<file path="src/rtl/if_fetch_unit.sv">
// if_fetch_unit
// Instruction-fetch controller. Translates the current PC into an
// instruction-memory word index, performs a req/ack read, and presents the
// fetched word to decode under a valid/ready handshake. Each accepted
// instruction produces a one-cycle pc_step pulse back to the PC register.
//
// Ports:
//   if_clock   - clock, rising edge
//   rst        - asynchronous reset, active low
//   if_ena     - fetch enable (gates only the start of a new request)
//   pc_addr    - current PC value
//   flush      - redirect; discards pending/held instruction, clears fault
//   pc_step    - one-cycle pulse: PC register loads its next address
//   mem_req    - instruction-memory read request
//   mem_addr   - word index of the request
//   mem_ack    - memory response strobe (mem_rdata valid same cycle)
//   mem_rdata  - instruction word from memory
//   inst_valid - inst_out/inst_pc hold a valid instruction
//   inst_ready - decode accepts the instruction
//   inst_out   - fetched instruction
//   inst_pc    - PC of inst_out
//   addr_err   - sticky fetch-address fault
module if_fetch_unit #(
  parameter logic [31:0] PC_START = 32'h0040_0000,
  parameter int unsigned ADDR_W   = 11
) (
  input  logic              if_clock,
  input  logic              rst,
  input  logic              if_ena,
  input  logic [31:0]       pc_addr,
  input  logic              flush,
  output logic              pc_step,
  output logic              mem_req,
  output logic [ADDR_W-1:0] mem_addr,
  input  logic              mem_ack,
  input  logic [31:0]       mem_rdata,
  output logic              inst_valid,
  input  logic              inst_ready,
  output logic [31:0]       inst_out,
  output logic [31:0]       inst_pc,
  output logic              addr_err
);

  typedef enum logic [2:0] {
    S_IDLE,
    S_REQ,
    S_HOLD,
    S_DRAIN,
    S_ERR
  } state_t;

  state_t              r_state;
  state_t              w_next;
  logic [ADDR_W-1:0]   r_mem_addr;
  logic [31:0]         r_inst_out;
  logic [31:0]         r_inst_pc;

  logic [31:0]         w_offset;
  logic                w_fault;
  logic [ADDR_W-1:0]   w_index;
  logic                w_load_req;
  logic                w_capture;

  // Address translation relative to the memory base.
  assign w_offset = pc_addr - PC_START;
  assign w_fault  = (pc_addr[1:0] != 2'b00)
                 || (w_offset[1:0] != 2'b00)
                 || (pc_addr < PC_START)
                 || (w_offset[31:ADDR_W+2] != '0);
  assign w_index  = w_offset[ADDR_W+1:2];

  always_comb begin
    w_next     = r_state;
    w_load_req = 1'b0;
    w_capture  = 1'b0;
    case (r_state)
      S_IDLE: begin
        if (if_ena && !flush) begin
          if (w_fault) begin
            w_next = S_ERR;
          end else begin
            w_load_req = 1'b1;
            w_next     = S_REQ;
          end
        end
      end
      S_REQ: begin
        if (mem_ack) begin
          if (flush) begin
            w_next = S_IDLE;
          end else begin
            w_capture = 1'b1;
            w_next    = S_HOLD;
          end
        end else if (flush) begin
          w_next = S_DRAIN;
        end
      end
      S_DRAIN: begin
        if (mem_ack) w_next = S_IDLE;
      end
      S_HOLD: begin
        // flush wins over inst_ready so a redirected instruction never steps the PC.
        if (flush || inst_ready) w_next = S_IDLE;
      end
      S_ERR: begin
        if (flush) w_next = S_IDLE;
      end
      default: w_next = S_IDLE;
    endcase
  end

  always_ff @(posedge if_clock or negedge rst) begin
    if (!rst) begin
      r_state <= S_IDLE;
    end else begin
      r_state <= w_next;
    end
  end

  always_ff @(posedge if_clock or negedge rst) begin
    if (!rst) begin
      r_mem_addr <= '0;
      r_inst_pc  <= '0;
      r_inst_out <= '0;
    end else begin
      if (w_load_req) begin
        r_mem_addr <= w_index;
        r_inst_pc  <= pc_addr;
      end
      if (w_capture) begin
        r_inst_out <= mem_rdata;
      end
    end
  end

  assign mem_req    = (r_state == S_REQ) || (r_state == S_DRAIN);
  assign inst_valid = (r_state == S_HOLD);
  assign addr_err   = (r_state == S_ERR);
  assign pc_step    = (r_state == S_HOLD) && inst_ready && !flush;
  assign mem_addr   = r_mem_addr;
  assign inst_out   = r_inst_out;
  assign inst_pc    = r_inst_pc;

endmodule

</file>
<file path="config.mk">
export PLATFORM = sky130hd
export DESIGN_NAME = if_fetch_unit
export DESIGN_NICKNAME = d
export VERILOG_FILES = /design/src/rtl/if_fetch_unit.sv
export SDC_FILE = /design/constraint.sdc
export NUM_CORES = 1
export LEC_CHECK = 0
export BUFFER_PORTS_ARGS = -buffer_cell sky130_fd_sc_hd__buf_2
export CAP_MARGIN = 20
export CORE_ASPECT_RATIO = 0.6
export CORE_MARGIN = 8
export CORE_UTILIZATION = 48
export DETAILED_ROUTE_END_ITERATION = 12
export PLACE_DENSITY_LB_ADDON = 0.25
export RECOVER_POWER = 25
export SKIP_CTS_REPAIR_TIMING = 1
export SYNTH_ARGS = -nofsm -noshare
export SYNTH_HDL_FRONTEND = slang
export SYNTH_SLANG_ARGS = --single-unit
</file>
<file path="constraint.sdc">
create_clock -name if_clock -period 5.3 [get_ports if_clock]
set_input_delay 1.06 -clock if_clock [delete_from_list [all_inputs] [get_ports if_clock]]
set_output_delay 1.06 -clock if_clock [all_outputs]
set_load 0.01 [all_outputs]
</file>
; ---- After elaboration in Yosys (flattened, before gate mapping)
; Cells that the tools add are included.
[word_totals]
wordCells = 44
inputBits = 70
output_inout_bits = 79
reg_bits = 78
[classes]
n_reduce_logical = 14
magnitude_cmp = 1
mux = 15
eq_ne = 9
n_addsub = 1
[op_table]
columns = cell, count
row1 = less-than comparator 32 x 23 -> 1 bit (second input constant), 1
row2 = subtractor 32 x 23 -> 32 bit (second input constant), 1
row3 = two-way mux 3 bit, 7
row4 = nonzero test 19 bit, 1
row5 = one-hot mux 3 bit (5 select lines), 1
row6 = == test 3 x 2 -> 1 bit (second input constant), 2
row7 = two-way mux 1 bit, 6
row8 = != test 2 bit (second input constant), 3
row9 = logical OR 1 bit, 5
row10 = AND reduction 5 bit, 1
row11 = nonzero test 2 bit, 2
row12 = == test 3 x 1 -> 1 bit (second input constant), 1
row13 = == test 3 bit (second input constant), 1
row14 = logical AND 1 bit, 3
row15 = zero test 3 bit, 1
row16 = != test 3 bit (second input constant), 1
row17 = two-way mux 2 bit, 1
row18 = != test 2 x 1 -> 1 bit (second input constant), 1
row19 = zero test 1 bit, 1

; ---- Logic depth before layout (Yosys ltp)
[depth]
ltp_word = 8
mapped_depth = 7
ltp_nobuf = 6

; ---- Least setup slack after synthesis
; Ideal clock, no wire load.
[synth_path]
path_type = input -> register
from = input port pc_addr[22]
to = register r_inst_pc[24] (netlist: inst_pc[24])
setup_slack_ns = 2.582
path_buffers = 1
setup_ns = 0.125
stages = 7
required_ns = 5.175
t_arrival_ns = 2.593
path_cell_list = inv_1 > ha_1 > nor4b_2 > nand4_1 > nor4_4 > buf_6 > mux2_2
[synth_via]
elab_chain_cells = 6
word_cells_on_any_way = 8
classes_between = 1 x add/sub / 1 x order compare / 3 x mux / 3 x reduce/logical
[synth_rtl]
columns = element, line_no
row1 = "start, declared", 30  ; input logic [31:0] pc_addr,
row2 = subtractor 32 x 23 -> 32 bit or less-than comparator 32 x 23 -> 1 bit (tied branches), "65, 68"
row3 = nonzero test 19 bit or logical OR 1 bit (tied branches), "69, 68"
row4 = logical OR 1 bit *, 69  ; || (w_offset[31:ADDR_W+2] != '0);
row5 = two-way mux 1 bit *, 79  ; if (w_fault) begin
row6 = two-way mux 1 bit *, 78  ; if (if_ena && !flush) begin
row7 = two-way mux 1 bit *, 76  ; case (r_state)
row8 = "end signal, assigned", 129  ; r_inst_pc <= pc_addr;
row9 = "end, declared", 56  ; logic [31:0] r_inst_pc;
; Mark *: on every way between the ends. The rest lies on a longest branch, timed or not.
; A chain may end at the register's enable or synchronous reset.

; ---- Final worst setup path
[layout_path]
from = input port flush
to = output port pc_step
[layout_via]
elab_chain_cells = 2
[layout_rtl]
columns = element, line_no
row1 = "start, declared", 31  ; input logic flush,
row2 = zero test 1 bit, 140  ; assign pc_step = (r_state == S_HOLD) && inst_ready && !flush;
row3 = logical AND 1 bit, 140
row4 = "end, declared", 32  ; output logic pc_step,
; No other way between the ends.

==> results summary <==
The clock sink total is 67. For this run, the number of Yosys warnings is 0. The worst setup path is launched from an input pin. The netlist area before placement came out at 2726 µm².

The post-synth net total is 253. The count of endpoints failing hold in the final timing report came out at 0. The number of different library cells in the post-synthesis netlist came out at 32. Adding up every negative setup slack in the final design gives 0 ns. The post-detailed-route wirelength per cell is 16.42 µm. The global-route wire length before repair came out at 10170 µm. The TritonCTS buffer count came out at 9. At the end of the flow the core is filled with cells to 66.10%. The transition time at the pin with the least slew margin came out at 0.8136 ns. The cell count after synthesis is 182.

The I/O pin total came out at 149. The clock tree from TritonCTS is done. The fraction of power spent switching nets is 20.08%. The clock network is responsible for 42.4% of the overall power. The total power density per cell area is 266.0 nW/µm². In this run the worst path has a maximum fanout of 8. The overall routed net length came out at 6583 µm.

In this run, flip-flops and latches consume 52.9% of the power. sky130_fd_sc_hd__dfrtp_1 takes more of the synthesized area than any other cell. Setup repair after global routing left no endpoint under its margin. By area the synthesized netlist is led by sky130_fd_sc_hd__dfrtp_1, sky130_fd_sc_hd__mux2_2, sky130_fd_sc_hd__mux2_4, sky130_fd_sc_hd__nor2b_1, sky130_fd_sc_hd__buf_4. The leakage power of the design came out at 2.206 nW. The critical path in this run is classified as in -> out. The count of input and output buffers is 148. The signal arrival time at the worst endpoint is 1.64 ns.

The initial antenna violation count is 0. Across the run, the number of max-cap violations was 0. The required time of the worst setup path came out at 4.24 ns.

The core area is 5518 µm². The number of nets with antenna violations after detailed routing is 0. The path class of the tightest hold or removal check is reg -> reg. The global routing stage identified its most utilized layer as met2. The met1 track utilization from global routing is 18.54%. The clock insertion delay at the later pin of the skew report is 0.32 ns. Summed over all nets, the switching power comes to 194.8 µW. The DRC violation count after routing came out at 0.

The number of antenna diodes in the final layout is 0. In the finished design, the share of the clock period the worst path needs comes to 50.97%. The worst relative slew slack is 45.76%. The number of nets at the end of the flow came out at 399. The met3 global-route usage is 7.536%. The maximum number of pins on one net before global-route repair is 68. For this run, global-route usage on met2 was measured as 24.21%. The overall routing resource usage is 15.61%. The share of the yosys chip area belonging to registers is 61.50%.

The global placement routability congestion is 0.7162. After detailed routing, the number of vias per cell comes to 4.763. Once detailed placement completed, the half-perimeter wirelength came to 5055 µm. The power share of the combinational group came out at 4.7%. The time the worst path needs with I/O delays and setup is 2.701 ns. The highest attainable clock frequency came out at 370.2 MHz. The worst setup path is captured at an output port. The die width came out at 113.3 µm. The number of design-rule violations left by the first detailed-router iteration came out at 100. The share of final-layout standard cells stronger than drive strength 1 is 64.76%. The H-tree depth reported by CTS came out at 3.

The area added between synthesis and finish is 33.78%. The worst-case IR drop observed on VDD is 0.0001456 V. The post-synthesis area per instance came out at 14.98 µm². The via count of the first global-routing pass is 2048. The run finished with clean final reports. On the final layout, the worst clock skew is 0.005700 ns.

The internal power came out at 775.4 µW. The floorplan has 21 rows. Of the post-synthesis cell area, the dominant cell type holds 61.50%.

The clock slew at the register clock pins of the worst setup and hold paths is 0.06 ns. The number of failing setup endpoints in the final timing report came out at 0. The die covers 8427 µm².

The via count is 1910. In this run the clock root is driven by a sky130_fd_sc_hd__clkbuf_8. The remaining global-route overflow is 0. The number of buffers on the longest clock path is 2. For this configuration, the core starts out at a cell density of 49.41%. Counting flops and latches in the post-synthesis netlist gives 67. The vertical extent of the die is 74.38 µm. The number of search-and-repair iterations in the first detailed-routing pass came out at 4. The max-slew violation count is 0.
## cell usage after synthesis
library cell                count
sky130_fd_sc_hd__dfrtp_1       67
sky130_fd_sc_hd__mux2_2        35
sky130_fd_sc_hd__nor2b_1       19
sky130_fd_sc_hd__buf_4         11
sky130_fd_sc_hd__mux2_4        10
sky130_fd_sc_hd__buf_2          4
sky130_fd_sc_hd__inv_1          3
sky130_fd_sc_hd__nor3b_1        3
sky130_fd_sc_hd__a21oi_1        2
sky130_fd_sc_hd__nand2_1        2
sky130_fd_sc_hd__nor3_1         2
sky130_fd_sc_hd__nor4_1         2
sky130_fd_sc_hd__nor4b_2        2
sky130_fd_sc_hd__or3_1          2
sky130_fd_sc_hd__and3b_1        1
sky130_fd_sc_hd__buf_6          1
sky130_fd_sc_hd__buf_8          1
sky130_fd_sc_hd__ha_1           1
sky130_fd_sc_hd__nand3_1        1
sky130_fd_sc_hd__nand4_1        1
sky130_fd_sc_hd__nor2_1         1
sky130_fd_sc_hd__nor4_2         1
sky130_fd_sc_hd__nor4_4         1
sky130_fd_sc_hd__o211a_1        1
sky130_fd_sc_hd__o211ai_1       1
sky130_fd_sc_hd__o21ai_0        1
sky130_fd_sc_hd__o2bb2ai_1      1
sky130_fd_sc_hd__or2_1          1
sky130_fd_sc_hd__or2_2          1
sky130_fd_sc_hd__or4b_2         1
sky130_fd_sc_hd__xnor2_1        1
sky130_fd_sc_hd__xor2_1         1
## kinds of logic (layout without fill, tap and decap cells)
group	Yosys count	in the layout	share of synthesized area (%)
compound gates	6	6	1.514
flops	67	67	61.50
simple gates	41	41	10.78
buf+inv	20	170	5.140
xor+xnor	2	2	0.6426
mux	45	45	19.96
fa+ha+maj	1	1	0.4589
## worst max-delay path, cell delays in order
cell and delay, ns:
sky130_fd_sc_hd__clkbuf_1 0.24, sky130_fd_sc_hd__and3b_1 0.21, sky130_fd_sc_hd__buf_2 0.13
## cell type report
| class | instances | area, µm² |
|---|---|---|
| flip-flops and latches | 67 | 1677 |
| repair buffers | 152 | 769.5 |
| well taps | 69 | 86.33 |
| inverters | 3 | 11.26 |
| clock inverters | 2 | 35.03 |
| fillers | 451 | 1871 |
| multi-input cells | 95 | 909.6 |
| clock buffers | 13 | 158.9 |
## through the flow
step	setup WS [ns]	std cells	cell area, µm²	total power [mW]	hold slack [ns]
global route	2.564	401	3647	1.015	0.4819
detailed placement	2.374	386	3455	0.5694	0.4492
floorplan	2.582	182	2726	0.5305	0.5041
CTS	2.713	401	3649	0.9884	0.4645
global placement	2.450	386	3455	0.5684	0.4605
finish	2.599	401	3647	0.9702	0.4587
## power by group through the flow
stage               clock network (mW)  registers, mW  logic, mW
floorplan                            0          0.522    0.00819
global placement                     0          0.522     0.0460
detailed placement                   0          0.522     0.0470
CTS                              0.428          0.513     0.0473
global route                     0.451          0.512     0.0521
finish                           0.411          0.513     0.0460
## flip-flops by register name (all words and copies together), names as in the netlist
| register | count |
|---|---|
| inst_out | 32 |
| inst_pc | 22 |
| mem_addr | 10 |
| r_state | 3 |
## final timing paths
check	startpoint	end	slack, ns	cells past startpoint
hold / removal	inst_pc[22]	inst_pc[22]	0.46	1
setup / recovery	flush	pc_step	2.60	3
min in group asynchronous	rst	inst_out[22]	0.92	2
max in group asynchronous	rst	inst_pc[1]	3.85	2
setup reg to reg	r_state[1]	mem_addr[1]	3.38	5
hold reg to reg	inst_pc[22]	inst_pc[22]	0.46	1
## cells in the final DEF, fill, tap and decap left out, drive strengths merged, types with 3 or more instances in the layout
cell / count
nor2b: 19
inv: 3
mux2: 45
nor4: 4
clkbuf: 14
buf: 151
nor3b: 3
dfrtp: 67
## routing by layer
layer / up-vias / wire length, µm / share of wire, %
met1: 920 / 2808 / 43
met5: - / 0 / 0
met2: 77 / 3053 / 46
met3: 5 / 665 / 10
li1: 908 / - / -
met4: 0 / 55 / 0.84
No activity file was read; power rests on OpenSTA's default activity.
